<file path="config.mk">
export PLATFORM = sky130hd
export DESIGN_NAME = score_seg_scan
export DESIGN_NICKNAME = d
export VERILOG_FILES = /design/src/rtl/score_seg_scan.sv
export SDC_FILE = /design/constraint.sdc
export NUM_CORES = 1
export LEC_CHECK = 0
export ABC_AREA = 1
export ABC_CLOCK_PERIOD_IN_PS = 2000
export CAP_MARGIN = 10
export CORE_MARGIN = 1
export CORE_UTILIZATION = 60
export CTS_BUF_LIST = sky130_fd_sc_hd__clkbuf_4 sky130_fd_sc_hd__clkbuf_8
export DETAILED_ROUTE_END_ITERATION = 16
export PLACE_DENSITY = 0.81
export SLEW_MARGIN = 20
export SYNTH_ARGS = -nofsm -noshare
export SYNTH_HDL_FRONTEND = slang
export SYNTH_SLANG_ARGS = --single-unit
</file>
<file path="constraint.sdc">
create_clock -name clk_100mhz -period 2 [get_ports clk_100mhz]
set_clock_uncertainty 0.05 [all_clocks]
set_input_delay 0.3 -clock clk_100mhz [delete_from_list [all_inputs] [get_ports clk_100mhz]]
set_output_delay 0.3 -clock clk_100mhz [all_outputs]
set_load 0.01 [all_outputs]
</file>
<file path="src/rtl/score_seg_scan.sv">
// Score display: binary score -> BCD (double dabble) -> multiplexed 7-seg.
// Optional leading-zero blanking when SCORE_SEG_SCAN_BLANK_EN is defined.
//
// Ports:
//   clk_100mhz  in   sole clock, rising edge
//   RSTN        in   synchronous active-low reset
//   score       in   [SCORE_W-1:0] unsigned binary score
//   score_valid in   one-cycle capture request
//   busy        out  conversion in progress
//   overflow    out  shown value exceeds 10^DIGITS-1
//   segment     out  [7:0] active-low {dp,g,f,e,d,c,b,a}
//   AN          out  [DIGITS-1:0] active-low one-hot digit enable
module score_seg_scan #(
  parameter int SCORE_W     = 32,
  parameter int DIGITS      = 4,
  parameter int REFRESH_DIV = 100000
) (
  input  logic               clk_100mhz,
  input  logic               RSTN,
  input  logic [SCORE_W-1:0] score,
  input  logic               score_valid,
  output logic               busy,
  output logic               overflow,
  output logic [7:0]         segment,
  output logic [DIGITS-1:0]  AN
);

  localparam int BCD_W = 4 * DIGITS;
  localparam int CNT_W =
    (SCORE_W > 1) ? $clog2(SCORE_W) : 1;
  localparam int IDX_W =
    (DIGITS > 1) ? $clog2(DIGITS) : 1;
  localparam int DIV_W = $clog2(REFRESH_DIV);

  localparam logic [CNT_W-1:0] CNT_LAST =
    CNT_W'(SCORE_W - 1);
  localparam logic [IDX_W-1:0] IDX_LAST =
    IDX_W'(DIGITS - 1);
  localparam logic [DIV_W-1:0] DIV_LAST =
    DIV_W'(REFRESH_DIV - 1);

  localparam logic [0:0] IDLE = 1'b0;
  localparam logic [0:0] CONV = 1'b1;

  localparam logic [7:0] SEG_DASH  = 8'hBF;
  localparam logic [7:0] SEG_BLANK = 8'hFF;

  logic [0:0]         state;
  logic [SCORE_W-1:0] sr;
  logic [BCD_W-1:0]   bcd;
  logic [BCD_W-1:0]   bcd_adj;
  logic [BCD_W-1:0]   bcd_nxt;
  logic [BCD_W-1:0]   disp;
  logic               ovf_acc;
  logic               ovf_nxt;
  logic [CNT_W-1:0]   cnt;
  logic               last;
  logic               pend_vld;
  logic [SCORE_W-1:0] pend;

  logic [IDX_W-1:0]   idx;
  logic [DIV_W-1:0]   div;
  logic [3:0]         dig;
  logic               blank;
  logic [7:0]         seg_nxt;
  logic [DIGITS-1:0]  an_nxt;

  // Add-3 to every digit >= 5 before the shift.
  always_comb begin
    bcd_adj = bcd;
    for (int i = 0; i < DIGITS; i++) begin
      if (bcd[4*i +: 4] >= 4'd5) begin
        bcd_adj[4*i +: 4] = bcd[4*i +: 4] + 4'd3;
      end
    end
  end

  assign bcd_nxt = {bcd_adj[BCD_W-2:0], sr[SCORE_W-1]};
  // Bit leaving the top digit means the value
  // does not fit in DIGITS decimal digits.
  assign ovf_nxt = ovf_acc | bcd_adj[BCD_W-1];
  assign last    = (cnt == CNT_LAST);
  assign busy    = (state == CONV);

  always_ff @(posedge clk_100mhz) begin
    if (!RSTN) begin
      state    <= IDLE;
      sr       <= '0;
      bcd      <= '0;
      ovf_acc  <= 1'b0;
      cnt      <= '0;
      pend_vld <= 1'b0;
      pend     <= '0;
      disp     <= '0;
      overflow <= 1'b0;
    end else begin
      unique case (1'b1)
        (state == IDLE): begin
          if (score_valid) begin
            state   <= CONV;
            sr      <= score;
            bcd     <= '0;
            ovf_acc <= 1'b0;
            cnt     <= '0;
          end
        end
        (state == CONV): begin
          sr      <= sr << 1;
          bcd     <= bcd_nxt;
          ovf_acc <= ovf_nxt;
          cnt     <= cnt + 1'b1;
          if (last) begin
            disp     <= bcd_nxt;
            overflow <= ovf_nxt;
            // Chain straight into the queued score so
            // busy shows no gap; a valid in this very
            // cycle is newer than the pending one.
            if (score_valid || pend_vld) begin
              sr       <= score_valid ? score : pend;
              bcd      <= '0;
              ovf_acc  <= 1'b0;
              cnt      <= '0;
              pend_vld <= 1'b0;
            end else begin
              state <= IDLE;
            end
          end else if (score_valid) begin
            pend     <= score;
            pend_vld <= 1'b1;
          end
        end
        default: state <= IDLE;
      endcase
    end
  end

  assign dig = disp[4*idx +: 4];

`ifdef SCORE_SEG_SCAN_BLANK_EN
  // lz[i]: digit i and all digits above it are zero.
  logic [DIGITS-1:0] lz;

  always_comb begin
    lz = '0;
    lz[DIGITS-1] = (disp[BCD_W-1 -: 4] == 4'd0);
    for (int i = DIGITS - 2; i >= 0; i--) begin
      lz[i] = lz[i+1] && (disp[4*i +: 4] == 4'd0);
    end
  end

  assign blank = (idx != '0) && lz[idx];
`else
  assign blank = 1'b0;
`endif

  function automatic logic [7:0] enc(
    input logic [3:0] d
  );
    case (d)
      4'd0:    enc = 8'hC0;
      4'd1:    enc = 8'hF9;
      4'd2:    enc = 8'hA4;
      4'd3:    enc = 8'hB0;
      4'd4:    enc = 8'h99;
      4'd5:    enc = 8'h92;
      4'd6:    enc = 8'h82;
      4'd7:    enc = 8'hF8;
      4'd8:    enc = 8'h80;
      4'd9:    enc = 8'h90;
      default: enc = SEG_BLANK;
    endcase
  endfunction

  always_comb begin
    seg_nxt = enc(dig);
    if (overflow) begin
      seg_nxt = SEG_DASH;
    end else if (blank) begin
      seg_nxt = SEG_BLANK;
    end
  end

  assign an_nxt = ~(DIGITS'(1) << idx);

  always_ff @(posedge clk_100mhz) begin
    if (!RSTN) begin
      idx     <= '0;
      div     <= '0;
      segment <= SEG_BLANK;
      AN      <= '1;
    end else begin
      segment <= seg_nxt;
      AN      <= an_nxt;
      if (div == DIV_LAST) begin
        div <= '0;
        idx <= (idx == IDX_LAST) ? '0 : idx + 1'b1;
      end else begin
        div <= div + 1'b1;
      end
    end
  end

endmodule

</file>
# Word-level counts from Yosys, hierarchy flattened
# Memories as Yosys holds them, arrays and structs flattened.
# Index checks and enable logic that the tools add are counted.
totals:
  mem_bits_ro: 112
  ff_bits: 136
  input_bits: 35
  memories: 1
classes:
  muxes: 30
  eq_ne: 5
  n_reduce_logical: 7
  bitwise_logic: 5
  order_cmp: 4
  shifts: 2
  add_sub_neg: 7
memory_table:
  columns: ["memory", "depth", "width", "read_ports", "rd_clocked_by_memory_dff", "write_ports", "line", "source"]
  rows:
  - ["(name not given)", 16, 7, 1, 0, 0, "159", "case (d)"]
op_table:
  columns: ["cell", "count"]
  rows:
  - ["$mux 32", 4]
  - ["$pmux 32 s2", 1]
  - ["$mux 16", 3]
  - ["$pmux 16 s2", 1]
  - ["$add 17x1->17 const B", 1]
  - ["$eq 17x17->1 const B", 1]
  - ["$add 4x2->4 const B", 4]
  - ["$ge 4x3->1 const B", 4]
  - ["$mux 4", 4]
  - ["$shiftx 16x5->4", 1]
  - ["$mux 5", 3]
  - ["$pmux 5 s2", 1]
  - ["$mux 1", 9]
  - ["$mux 7", 1]
  - ["$add 5x1->5 const B", 1]
  - ["$eq 5x5->1 const B", 1]
  - ["$not 4->4", 1]
  - ["$pmux 1 s2", 2]
  - ["$reduce_and 2->1", 2]
  - ["$reduce_or 2->1", 2]
  - ["$shl 1x2->4 const A", 1]
  - ["$not 1->1", 3]
  - ["$reduce_and 3->1", 1]
  - ["$add 2x1->2 const B", 1]
  - ["other kinds (7)", 7]

# Longest topological paths before layout
depth:
  ltp_word: 6
  depth_mapped: 11
  mapped_depth_nobuf: 10

# Worst setup path after synthesis
# Ideal clock, no wire load.
synth_path:
  path_kind: "reg2reg"
  start: "register cnt[0]"
  end: "register disp[10]"
  setup_slack_ns: 0.276
  arrival_ns: 1.616
  period_less_slack_ns: 1.724
  path_buffers: 1
  stages_incl_launch_ff: 10
  path_cell_list: "dfxtp_1 ha_1 nand2_1 nor2_1 ha_1 nand2_1 nor2_2 buf_2 nand3_1 nand2_1"
synth_between:
  elab_chain_len: 2
synth_lines:
  columns: ["element", "line", "source"]
  rows:
  - ["start: declaration", "56", "logic [CNT_W-1:0] cnt;"]
  - ["start signal: assignment", "111", "cnt <= cnt + 1'b1;"]
  - ["$eq 5x5->1", "82", "assign last = (cnt == CNT_LAST);"]
  - ["$reduce_and 2->1 (no line)", null, null]
  - ["end signal: assignment", "113", "disp <= bcd_nxt;"]
  - ["end: declaration", "53", "logic [BCD_W-1:0] disp;"]
# No other way between the ends.
# A chain may end at the register's enable or synchronous reset.

# Final worst setup path
layout_path:
  start: "register state (netlist: busy)"
  end: "output busy"
layout_lines:
  columns: ["element", "line", "source"]
  rows:
  - ["start: declaration", "48", "logic [0:0] state;"]
  - ["start signal: assignment", "87", "state <= IDLE;"]
  - ["start signal: assignment", "100", "state <= CONV;"]
  - ["start signal: assignment", "125", "state <= IDLE;"]
  - ["end: declaration", "22", "output logic busy,"]
# No word-level cell between the ends.

==> results_dict.tcl <==
set metrics [dict create \
    totalWireLength_um 13890 \
    worstPathMaxFanout 8 \
    tritoncts "done" \
    critPathTopFamily "buffers and inverters" \
    firstDrtPassIters 6 \
    dp.cells 1130 \
    grt_max_degree 65 \
    worstPathArrival_ns 1.51 \
    core_um2 10460 \
    port_buffers 47 \
    ant_nets 0 \
    critPathCaptureType "primary output" \
    synthTopCellsByArea "dfxtp_1 41%, nand2_1 24%, nand3_1 6.0%, a21oi_1 5.1%, ha_1 3.8%" \
    hpwl_um 9143 \
    worst-path-buf-inv 1 \
    clock_sinks 135 \
    final_common_cell "nand2_1" \
    cp_slowest_cell "clkdlybuf4s50_1" \
    hp-start "disp[4]$_SDFFE_PN0P_" \
    yosysTopAreaCell "dfxtp_1" \
    antennaDiodeCount 0 \
    yosysWarningCount 0 \
    yosysSeqAreaShare_pct 41.27 \
    syn_to_final_growth_pct 15.21 \
    critPathLaunchType "register" \
    clockRootBuffer "clkbuf_8" \
    final_net_count 1068 \
    p_sw_mw 1.460 \
    htree_levels 4 \
    cellPowerDensity_nw_per_um2 733.3 \
    drtIter0Drc 351 \
    seq_power_share_pct 52.0 \
    grt_pass1_wl_um 23890 \
    die_h_um 106.5 \
    clk_pin_slew_worst_paths_ns 0.07 \
    cts_buffers 17 \
    syn-mean-instance-area_um2 6.731 \
    ir_drop_mv 0.6548 \
    grt_pass1_vias 5474 \
    layout-drive-gt1-share_pct 6.927 \
    p_sw_share_pct 26.39 \
    stdcell_count 1161 \
    synth-seq-cells 135 \
    setup_tns_ns 0 \
    criticalPathCategory "reg2out" \
    die_area_um2 11340 \
    ioPinCount 49 \
    syn_inst 973 \
    clk_path_buf_depth 2 \
    max_freq_mhz 537.5 \
    status "completed" \
    cts_setup_buffers 0 \
    synth_cell_types 32 \
    syn_area_um2 6549 \
    route.detailed.drc 0 \
    antenna_found_initial 0 \
    leakagePower_nw 3.186 \
    p_comb_share_pct 10.5 \
    final_cell_mix "413 x nand2_1, 134 x dfxtp_1, 78 x nand3_1" \
    num_vias 6141 \
    clkLatencyLatePin_ns 0.45 \
    setup_viol 0 \
    groute.usage.overall_pct 25.92 \
    power_mw 5.532 \
    worstPathCellList "clkdlybuf4s50_1" \
    startpoint "busy$_SDFF_PN0_" \
    synth_top_cell_area_share_pct 41.27 \
    period_share_pct 93.03 \
    overflow 0 \
    p_int_mw 4.072 \
    clock_power_share_pct 37.5 \
    drv_slew 0 \
    wl_per_cell_um 11.96 \
    r2r-start "cnt[1]$_SDFFE_PN0P_" \
    die_w_um 106.5 \
    synth_nets 1028 \
    rows 37 \
    start_util_pct 62.59 \
    max_stage_delay_ns 0.61 \
    period_needed_ns 1.861 \
    hold_violations 0 \
    rsz0062_at_grt "yes" \
    via_per_inst 5.289 \
    required_ns 1.65 \
    hold_path.class "reg2reg" \
    drv_cap 0 \
    gp_congestion 0.8090 \
]
metrics by stage:
| stage | cell area [um^2] | util (%) | setup WS [ns] | hold slack (ns) |
|---|---|---|---|---|
| after global routing | 7545 | 72.11 | -0.0001121 | 0.4249 |
| after detailed placement | 7171 | 68.54 | 0.03336 | 0.3926 |
| after global placement | 7171 | 68.54 | 0.05251 | 0.3817 |
| after floorplan | 6549 | - | 0.2761 | 0.3675 |
| after CTS | 7533 | 72.00 | 0.09315 | 0.4021 |
| final | 7545 | 72.11 | 0.1394 | 0.4035 |
cell usage after synthesis (all sizes together):
library cell    n
a211oi          1
a21oi          68
a22o            1
a31oi          32
a32o            2
and3            1
buf            33
clkbuf         15
conb            1
dfxtp         135
ha             20
inv            53
nand2         416
nand3          78
nand3b          1
nand4           4
nor2           48
nor3            4
o211ai          2
o21a            2
o21ai          51
xnor2           2
xor2            3
final timing paths:
kind         cells after the start  slack [ns]                    to
min                              2        0.40  disp[4]$_SDFFE_PN0P_
min reg2reg                      2        0.40  disp[4]$_SDFFE_PN0P_
max                              1        0.14                  busy
max reg2reg                     10        0.18   sr[13]$_SDFFE_PN0P_
cells by family after synthesis:
logic type,share of synthesized area (%)
AOI/OAI and AO/OA,13.58
xor gates and xnor gates,0.6688
buffers and inverters,6.687
and+or+nand+nor,33.91
other,0.05726
adders and majority gates,3.821
DFF,41.27
area by class of cell:
type / count / area [um^2]
Clock inverter: 12 / 106.4
Clock buffer: 19 / 255.2
Inverter: 53 / 198.9
Fill cell: 910 / 2918
Timing Repair Buffer: 69 / 689.4
Tap cell: 136 / 170.2
Sequential cell: 135 / 2704
Multi-Input combinational cell: 737 / 3421
repair_timing:
action | CTS | global route
resized for setup | 1 | 3
hold endpoints to repair | 0 | 0
pin swaps | 0 | 0
hold buffers | 0 | 0
endpoints found under the setup margin | 1 | 22
sequential cells by signal, summed over array words and instances, names as in the netlist:
signal    count
pend         32
disp         16
pend_vld      1
busy          1
div          17
segment       7
bcd          16
idx           2
ovf_acc       1
overflow      1
cnt           5
AN            4
sr           32
power by group through the flow:
stage          clock (mW)  combinational, mW  sequential (mW)
4_1_cts              2.12              0.581             2.87
2_1_floorplan           0              0.396             2.92
5_1_grt              2.23              0.659             2.89
3_5_place_dp            0              0.577             2.93
6_report             2.08              0.579             2.88
3_3_place_gp            0              0.569             2.93
worst reg2reg max path, stage by stage, from the launching register on:
cell	delay, ns
dfxtp_1	0.33
ha_1	0.19
nand2_1	0.09
nor2_1	0.05
ha_2	0.20
o21ai_4	0.11
buf_4	0.35
nand2_1	0.12
nand3_1	0.10
nand2_1	0.06
a21oi_1	0.12
metal layers:
metal | share of wire (%) | up-vias | global-route usage [%]
met5 | 0 | - | 0
met4 | 1.7 | 0 | 9.589
met3 | 3.9 | 21 | 5.579
met2 | 47 | 128 | 44.39
met1 | 47 | 2760 | 31.90
li1 | - | 3232 | -
Power figures use the tool's default switching activity.
